$ cat src/rtl/upb_tcam_pkg.sv
`default_nettype none
// ============================================================================
//  Module   : upb_tcam_pkg
//  Brief    : Shared types and SRL truth-table helper for the TCAM entry logic
//  Revision : 1.0
// ============================================================================
package upb_tcam_pkg;

  // Widest SRL address supported (SRL_SIZE up to 32)
  localparam int SRL_ADDR_MAX_W = 5;

  typedef enum logic [1:0] {
    ST_IDLE  = 2'd0,
    ST_SHIFT = 2'd1,
    ST_DONE  = 2'd2
  } state_t;

  // One truth-table bit: does SRL address 'addr' satisfy the ternary slice?
  function automatic logic srl_bit(
    input logic [SRL_ADDR_MAX_W-1:0] addr,
    input logic [SRL_ADDR_MAX_W-1:0] value_slice,
    input logic [SRL_ADDR_MAX_W-1:0] mask_slice,
    input logic                      clear
  );
    return clear ? 1'b0
                 : (((addr ^ value_slice) & mask_slice) == '0);
  endfunction

endpackage
`default_nettype wire

$ cat src/rtl/upb_tcam_entry_writer.sv
`default_nettype none
// ============================================================================
//  Module   : upb_tcam_entry_writer
//  Brief    : Serialises a ternary rule into one TCAM entry's SRL write port
//  Revision : 1.0
// ============================================================================
module upb_tcam_entry_writer
  import upb_tcam_pkg::*;
#(
  parameter  int SRL_SIZE   = 32,
  parameter  int TCAM_WIDTH = 2,
  localparam int KEY_BITS   = $clog2(SRL_SIZE),
  localparam int KEY_W      = KEY_BITS * TCAM_WIDTH,
  localparam int SLICE_W    = (TCAM_WIDTH > 1) ? $clog2(TCAM_WIDTH) : 1
) (
  input  logic               CLK,
  input  logic               RST,
  input  logic               cmd_valid,
  output logic               cmd_ready,
  input  logic [KEY_W-1:0]   cmd_value,
  input  logic [KEY_W-1:0]   cmd_mask,
  input  logic               cmd_clear,
  output logic               wdata,
  output logic [SLICE_W-1:0] waddr,
  output logic               wen,
  output logic               busy,
  output logic               done
);

  localparam logic [KEY_BITS-1:0] C_BIT_LAST   = KEY_BITS'(SRL_SIZE - 1);
  localparam logic [SLICE_W-1:0]  C_SLICE_LAST = SLICE_W'(TCAM_WIDTH - 1);

  state_t              r_state,  w_state_n;
  logic [KEY_BITS-1:0] r_bit,    w_bit_n;
  logic [SLICE_W-1:0]  r_slice,  w_slice_n;
  logic [KEY_W-1:0]    r_value,  w_value_n;
  logic [KEY_W-1:0]    r_mask,   w_mask_n;
  logic                r_clear,  w_clear_n;
  logic                r_wen,    w_wen_n;
  logic                r_wdata,  w_wdata_n;
  logic                r_busy,   w_busy_n;
  logic                r_done,   w_done_n;
  logic                r_ready,  w_ready_n;
  logic [KEY_BITS-1:0] w_val_slice;
  logic [KEY_BITS-1:0] w_msk_slice;

  always_ff @(posedge CLK) begin
    if (RST) begin
      r_state <= ST_IDLE;
      r_bit   <= '0;
      r_slice <= '0;
      r_value <= '0;
      r_mask  <= '0;
      r_clear <= 1'b0;
      r_wen   <= 1'b0;
      r_wdata <= 1'b0;
      r_busy  <= 1'b0;
      r_done  <= 1'b0;
      r_ready <= 1'b1;
    end else begin
      r_state <= w_state_n;
      r_bit   <= w_bit_n;
      r_slice <= w_slice_n;
      r_value <= w_value_n;
      r_mask  <= w_mask_n;
      r_clear <= w_clear_n;
      r_wen   <= w_wen_n;
      r_wdata <= w_wdata_n;
      r_busy  <= w_busy_n;
      r_done  <= w_done_n;
      r_ready <= w_ready_n;
    end
  end

  // Counters always name the bit being presented on wdata/waddr this cycle,
  // so the next-state logic computes the bit for the position it moves to.
  always_comb begin
    w_state_n   = r_state;
    w_bit_n     = r_bit;
    w_slice_n   = r_slice;
    w_value_n   = r_value;
    w_mask_n    = r_mask;
    w_clear_n   = r_clear;
    w_wen_n     = 1'b0;
    w_busy_n    = 1'b0;
    w_done_n    = 1'b0;
    w_ready_n   = 1'b0;
    w_wdata_n   = 1'b0;
    w_val_slice = '0;
    w_msk_slice = '0;

    case (r_state)
      ST_IDLE: begin
        if (cmd_valid && r_ready) begin
          w_state_n = ST_SHIFT;
          w_bit_n   = C_BIT_LAST;
          w_slice_n = C_SLICE_LAST;
          w_value_n = cmd_value;
          w_mask_n  = cmd_mask;
          w_clear_n = cmd_clear;
          w_wen_n   = 1'b1;
          w_busy_n  = 1'b1;
        end else begin
          w_ready_n = 1'b1;
        end
      end
      ST_SHIFT: begin
        if (r_bit == '0 && r_slice == '0) begin
          w_state_n = ST_DONE;
          w_done_n  = 1'b1;
        end else begin
          w_wen_n  = 1'b1;
          w_busy_n = 1'b1;
          if (r_bit == '0) begin
            w_bit_n   = C_BIT_LAST;
            w_slice_n = r_slice - 1'b1;
          end else begin
            w_bit_n = r_bit - 1'b1;
          end
        end
      end
      ST_DONE: begin
        w_state_n = ST_IDLE;
        w_ready_n = 1'b1;
      end
      default: begin
        w_state_n = ST_IDLE;
        w_ready_n = 1'b1;
      end
    endcase

    w_val_slice = w_value_n[int'(w_slice_n) * KEY_BITS +: KEY_BITS];
    w_msk_slice = w_mask_n[int'(w_slice_n) * KEY_BITS +: KEY_BITS];
    w_wdata_n   = w_wen_n & srl_bit(SRL_ADDR_MAX_W'(w_bit_n),
                                    SRL_ADDR_MAX_W'(w_val_slice),
                                    SRL_ADDR_MAX_W'(w_msk_slice),
                                    w_clear_n);
  end

  assign cmd_ready = r_ready;
  assign wdata     = r_wdata;
  assign waddr     = r_slice;
  assign wen       = r_wen;
  assign busy      = r_busy;
  assign done      = r_done;

endmodule
`default_nettype wire

$ cat config.mk
export PLATFORM = sky130hd
export DESIGN_NAME = upb_tcam_entry_writer
export DESIGN_NICKNAME = d
export VERILOG_FILES = /design/src/rtl/upb_tcam_pkg.sv /design/src/rtl/upb_tcam_entry_writer.sv
export SDC_FILE = /design/constraint.sdc
export NUM_CORES = 1
export LEC_CHECK = 0
export CAP_MARGIN = 25
export CORE_AREA = 2 2 51 72
export DETAILED_ROUTE_END_ITERATION = 6
export DIE_AREA = 0 0 53 74
export MAX_ROUTING_LAYER = met4
export PLACE_DENSITY_LB_ADDON = 0.1
export SLEW_MARGIN = 10
export SYNTH_ARGS = -nofsm -noshare
export SYNTH_HDL_FRONTEND = slang
export SYNTH_SLANG_ARGS = --single-unit
$ cat constraint.sdc
create_clock -name CLK -period 2.7 [get_ports CLK]
set_input_delay 0.27 -clock CLK [delete_from_list [all_inputs] [get_ports CLK]]
set_output_delay 0.27 -clock CLK [all_outputs]
set_load 0.1 [all_outputs]
After elaboration in Yosys (flattened, before gate mapping) --
Index checks and enable logic that the tools add are counted.
Operators by class: $add $sub $neg 2, multiply operators 1, eq/ne operators 3, shift operators 2, mux-type cells 24, bitwise operators 5, reduce and logical (&&, ||, !) cells 7
Operators by type and width (count):
- $mux W10 | 4
- $shiftx A10 B32 Y5 | 1
- $mux W5 | 3
- $logic_not A5 Y1 | 2
- $mux W1 | 10
- $pmux W5 S2 | 1
- $shiftx A10 B5 Y5 | 1
- $pmux W1 S2 | 3
- $and A5 B5 Y5 | 1
- $sub A5 B1 Y5 const B | 1
- $xor A5 B5 Y5 | 1
- $mul A1 B3 Y4 const B | 1
- $mux W2 | 2
- $ne A2 B2 Y1 const B | 2
- $pmux W2 S2 | 1
- $eq A2 B1 Y1 const B | 1
- $logic_and A1 B1 Y1 | 2
- $logic_not A2 Y1 | 1
- $not A1 Y1 | 2
- $reduce_and A2 Y1 | 1
- $reduce_or A2 Y1 | 1
- $and A1 B1 Y1 | 1
- $sub A1 B1 Y1 const B | 1
Storage, ports and cells: flip-flop bits (word level) 33, input bits 24, output and inout bits 6, word-level logic and storage cells 54

Depth between registers and ports, before layout --
word-level depth 11, mapped depth 10, mapped depth without buffers 9

Least setup slack after synthesis --
Ideal clock, no wire load.
path type register to register, start point register r_ready, in the netlist cmd_ready, end point register r_wdata, in the netlist wdata, data arrival time 2.475 ns, slack 0.137 ns, cell stages (with the launch flop) 9, buffers on the path 3, clock period less this slack 2.563 ns, path through dfxtp_1 nor4bb_1 buf_2 buf_4 buf_2 o21ai_0 o211ai_1 nand4_1 nor4_2
On the way: cells in the longest elaborated chain, start to end 10
RTL lines:
- from (decl) | line upb_tcam_entry_writer.sv:43 | logic r_ready, w_ready_n;
- from (signal assigned) | line upb_tcam_entry_writer.sv:71 | r_ready <= w_ready_n;
- $logic_and A1 B1 Y1 * | line upb_tcam_entry_writer.sv:94 | if (cmd_valid && r_ready) begin
- $mux W1 | line upb_tcam_entry_writer.sv:94
- $pmux W1 S2 | line upb_tcam_entry_writer.sv:92 | case (r_state)
- $mul A1 B3 Y4 | line upb_tcam_entry_writer.sv:132, upb_tcam_entry_writer.sv:133
- $shiftx A10 B32 Y5 | line upb_tcam_entry_writer.sv:132 | w_val_slice = w_value_n[int'(w_slice_n) * KEY_BITS +: KEY_BITS];
- $xor A5 B5 Y5 | line upb_tcam_pkg.sv:26 | : (((addr ^ value_slice) & mask_slice) == '0);
- $and A5 B5 Y5 | line upb_tcam_pkg.sv:26
- $logic_not A5 Y1 | line upb_tcam_pkg.sv:26
- $mux W1 | line upb_tcam_pkg.sv:25 | return clear ? 1'b0
- $and A1 B1 Y1 * | line upb_tcam_entry_writer.sv:134 | w_wdata_n = w_wen_n & srl_bit(SRL_ADDR_MAX_W'(w_bit_n),
- to (signal assigned) | line upb_tcam_entry_writer.sv:68 | r_wdata <= w_wdata_n;
- to (decl) | line upb_tcam_entry_writer.sv:40 | logic r_wdata, w_wdata_n;
Mark *: on every way between the ends. The rest lies on a longest branch, timed or not. A chain may end at the register's enable or synchronous reset.

Final worst setup path --
start point register r_bit[0], end point register r_wdata, in the netlist wdata
On the way: cells in the longest elaborated chain, start to end 11
RTL lines:
- from (decl) | line upb_tcam_entry_writer.sv:34 | logic [KEY_BITS-1:0] r_bit, w_bit_n;
- from (signal assigned) | line upb_tcam_entry_writer.sv:62 | r_bit <= w_bit_n;
- $logic_not A5 Y1 | line upb_tcam_entry_writer.sv:108, upb_tcam_entry_writer.sv:114
- $mux W1 or $logic_and A1 B1 Y1 (tied branches) | line upb_tcam_entry_writer.sv:114, upb_tcam_entry_writer.sv:108
- $mux W1 | line upb_tcam_entry_writer.sv:108 | if (r_bit == '0 && r_slice == '0) begin
- $pmux W1 S2 | line upb_tcam_entry_writer.sv:92
- $mul A1 B3 Y4 | line upb_tcam_entry_writer.sv:132, upb_tcam_entry_writer.sv:133
- $shiftx A10 B32 Y5 | line upb_tcam_entry_writer.sv:132
- $xor A5 B5 Y5 | line upb_tcam_pkg.sv:26
- $and A5 B5 Y5 | line upb_tcam_pkg.sv:26
- $logic_not A5 Y1 | line upb_tcam_pkg.sv:26
- $mux W1 | line upb_tcam_pkg.sv:25
- $and A1 B1 Y1 * | line upb_tcam_entry_writer.sv:134
Marked as above.

==> results_dict.tcl <==
set metrics [dict create \
    outcome "finished, final reports clean" \
    cts_max_level 2 \
    postLayoutCoreUtil_pct 62.44 \
    drv_slew 0 \
    yosysMostFrequentCell "nand2_1" \
    r2r-end "wdata$_SDFF_PP0_" \
    drive_gt1_share_pct 12.83 \
    synth.largest_area_cell "dfxtp_1" \
    synthToLayoutAreaGrowth_pct 26.17 \
    combinationalPowerShare_pct 33.5 \
    overflow 0 \
    cts.sinks 33 \
    root_buffer "clkbuf_8" \
    drt_iter0_markers 31 \
    core.rowCount 25 \
    cts_tree "yes" \
    start_kind "register" \
    multi_input_area_um2 887.1 \
    finalCritPeriodShare_pct 85.85 \
    gp_routability_congestion 0.8856 \
    finalHoldViolCount 0 \
    rsz0062_at_grt "no" \
    rrSetupSlack_ns 0.38 \
    fin_skew_ns 0.01050 \
    netlist.area_leader.share_pct 40.65 \
    grt_max_degree 36 \
    core_area_mm2 0.003284 \
    via_per_inst 5.590 \
    ys_ff_latch 33 \
    wl_per_cell_um 15.01 \
    synth_seq_area_share_pct 40.65 \
    vias 1487 \
    antenna_found_initial 0 \
    path_max_fanout 6 \
    instances_no_fill 266 \
    worst_hold_path.endpoint "r_value[7]$_SDFF_PP0_" \
    setup_tns_ns 0 \
    worst_pin_slew_ns 0.5508 \
    hold_path_class "register to register" \
    hold_depth 2 \
    power_switching_uw 530.3 \
    cellLeakagePower_uw 0.0008187 \
    required_ns 2.91 \
    diodes 0 \
    async_flop_share_pct 0 \
    num-fill-cells 291 \
    power_frac_seq_pct 39.1 \
    cts_buffers 5 \
    io_pins 30 \
    port_buffers 29 \
    synth_common_cells "nand2_1, dfxtp_1, a21oi_1, nor2_1, mux2i_1" \
    ys.warnings.count 0 \
    p_per_area_mw_per_mm2 730.6 \
    cts_max_path_buffers 2 \
    place_inst 258 \
    seqCellArea_um2 660.6 \
    clkTransAtPathRegs_ns 0.07 \
    avgSynthCellArea_um2 8.292 \
    total_power_uw 1498 \
    relSlewSlack_pct 63.16 \
    drcViolationCount 0 \
    synth_area_leaders "dfxtp_1, nand2_1, mux2i_1" \
    cp-end-kind "register" \
    hpwlAfterDp_um 2954 \
    syn_inst 196 \
    cts-resized-gates 0 \
    grt_first_pass_wirelength_um 6354 \
    synth_nets 221 \
    grt_pass1_vias 1425 \
    wl_um 3993 \
    nNetsFinal 250 \
    die_area_mm2 0.003922 \
    dr.pass1.iters 4 \
    clkLatencyLatePin_ns 0.29 \
    track_usage_pct 23.05 \
    syn_area_mm2 0.001625 \
    die_x_um 53 \
    max_freq_mhz 431.4 \
    post_cts_buffers 0 \
    synth_ff_type "dfxtp_1" \
    die_h_um 74 \
    start_util_pct 49.49 \
    reg2reg_from "r_bit[0]$_SDFF_PP0_" \
    ff2ff_path_depth 9 \
    switching_share_pct 35.39 \
    holdBufCountCts 0 \
    vdd_drop_max_v 0.0004124 \
    synth_cell_type_count 45 \
    critPathKind "register to register" \
    period_minus_slack_ns 2.318 \
    min_from "r_value[7]$_SDFF_PP0_" \
    power.share.clock_pct 27.4 \
    drv_cap 0 \
    intPower_uw 968.0 \
    ant_nets 0 \
    setup_viol 0 \
    cp.arrival_ns 2.53 \
    synth_edf_count 0 \
]
-- worst max-delay path: stages (launching register included) --
cell	delay [ns]
dfxtp_1	0.35
inv_1	0.07
ha_1	0.19
or4b_4	0.52
o21ai_4	0.22
a32oi_1	0.21
xnor2_1	0.18
nand3b_1	0.11
nand4_1	0.13
nor4_2	0.27
-- state kept, by name, summed over array words and instances (netlist names), 2 cells and up --
register  cells
r_value      10
r_bit         5
r_state       2
r_mask       10
-- cell families (layout without fill, tap and decap cells) --
family                     Yosys count  count (layout)  share of synthesized area (%)
and+or+nand+nor                     81              81                          24.87
adders and majority gates            1               1                         0.7697
muxes                               15              15                          9.545
buffers and inverters               20              50                          5.696
AOI/OAI and AO/OA                   41              41                          15.78
DFF                                 33              33                          40.65
xor gates and xnor gates             5               5                          2.695
-- power by group through the flow --
stage,clock [uW],sequential (uW),combinational [uW]
2_1_floorplan,0,647,318
3_3_place_gp,0,589,486
3_5_place_dp,0,595,500
4_1_cts,419,584,502
5_1_grt,440,589,544
6_report,411,586,502
-- layout by cell type (no fill, tap or decap), types with 3 or more instances in the layout --
cell type and count:
dfxtp_1 33, xnor2_1 3, a31oi_1 5, clkbuf_8 7
a21oi_1 22, nand2_1 37, nor2_1 15, buf_4 9
nand3_1 6, mux2i_1 13, clkdlybuf4s50_1 23, nor3b_1 5
inv_1 9
-- metrics by stage --
stage / setup slack, ns / hold slack [ns] / cell area [um2]
final: 0.3822 / 0.4574 / 2051
after global routing: 0.2312 / 0.4875 / 2051
after CTS: 0.3766 / 0.4574 / 2051
after detailed placement: 0.3447 / 0.4481 / 1949
after global placement: 0.3948 / 0.4412 / 1949
after floorplan: 0.1369 / 0.3898 / 1625
-- cell type report --
| type | count | area share, % |
|---|---|---|
| inverter | 9 | 1.647 |
| clock buffer | 7 | 4.698 |
| tap | 40 | 2.441 |
| sequential | 33 | 32.21 |
| timing repair buffer | 33 | 15.50 |
| multi-input combinational | 143 | 43.26 |
| clock inverter | 1 | 0.2441 |
-- metal layers --
metal | global-route usage, % | up-vias | share of wire, %
met5 | - | - | 0
met4 | 11.11 | 0 | 2.9
met3 | 5.020 | 13 | 2.9
met2 | 40.14 | 29 | 53
met1 | 24.14 | 709 | 41
li1 | - | 736 | -
-- how the worst max path moves through the flow --
stage,slack [ns],start,cells past startpoint,end
after floorplan,0.14,cmd_ready$_SDFF_PP1_,8,wdata$_SDFF_PP0_
after global placement,0.39,cmd_valid,8,wdata$_SDFF_PP0_
after detailed placement,0.34,cmd_valid,9,wdata$_SDFF_PP0_
after CTS,0.38,r_bit[0]$_SDFF_PP0_,9,wdata$_SDFF_PP0_
after global routing,0.23,r_bit[0]$_SDFF_PP0_,9,wdata$_SDFF_PP0_
final,0.38,r_bit[0]$_SDFF_PP0_,9,wdata$_SDFF_PP0_
(Power assumes the default switching activity.)
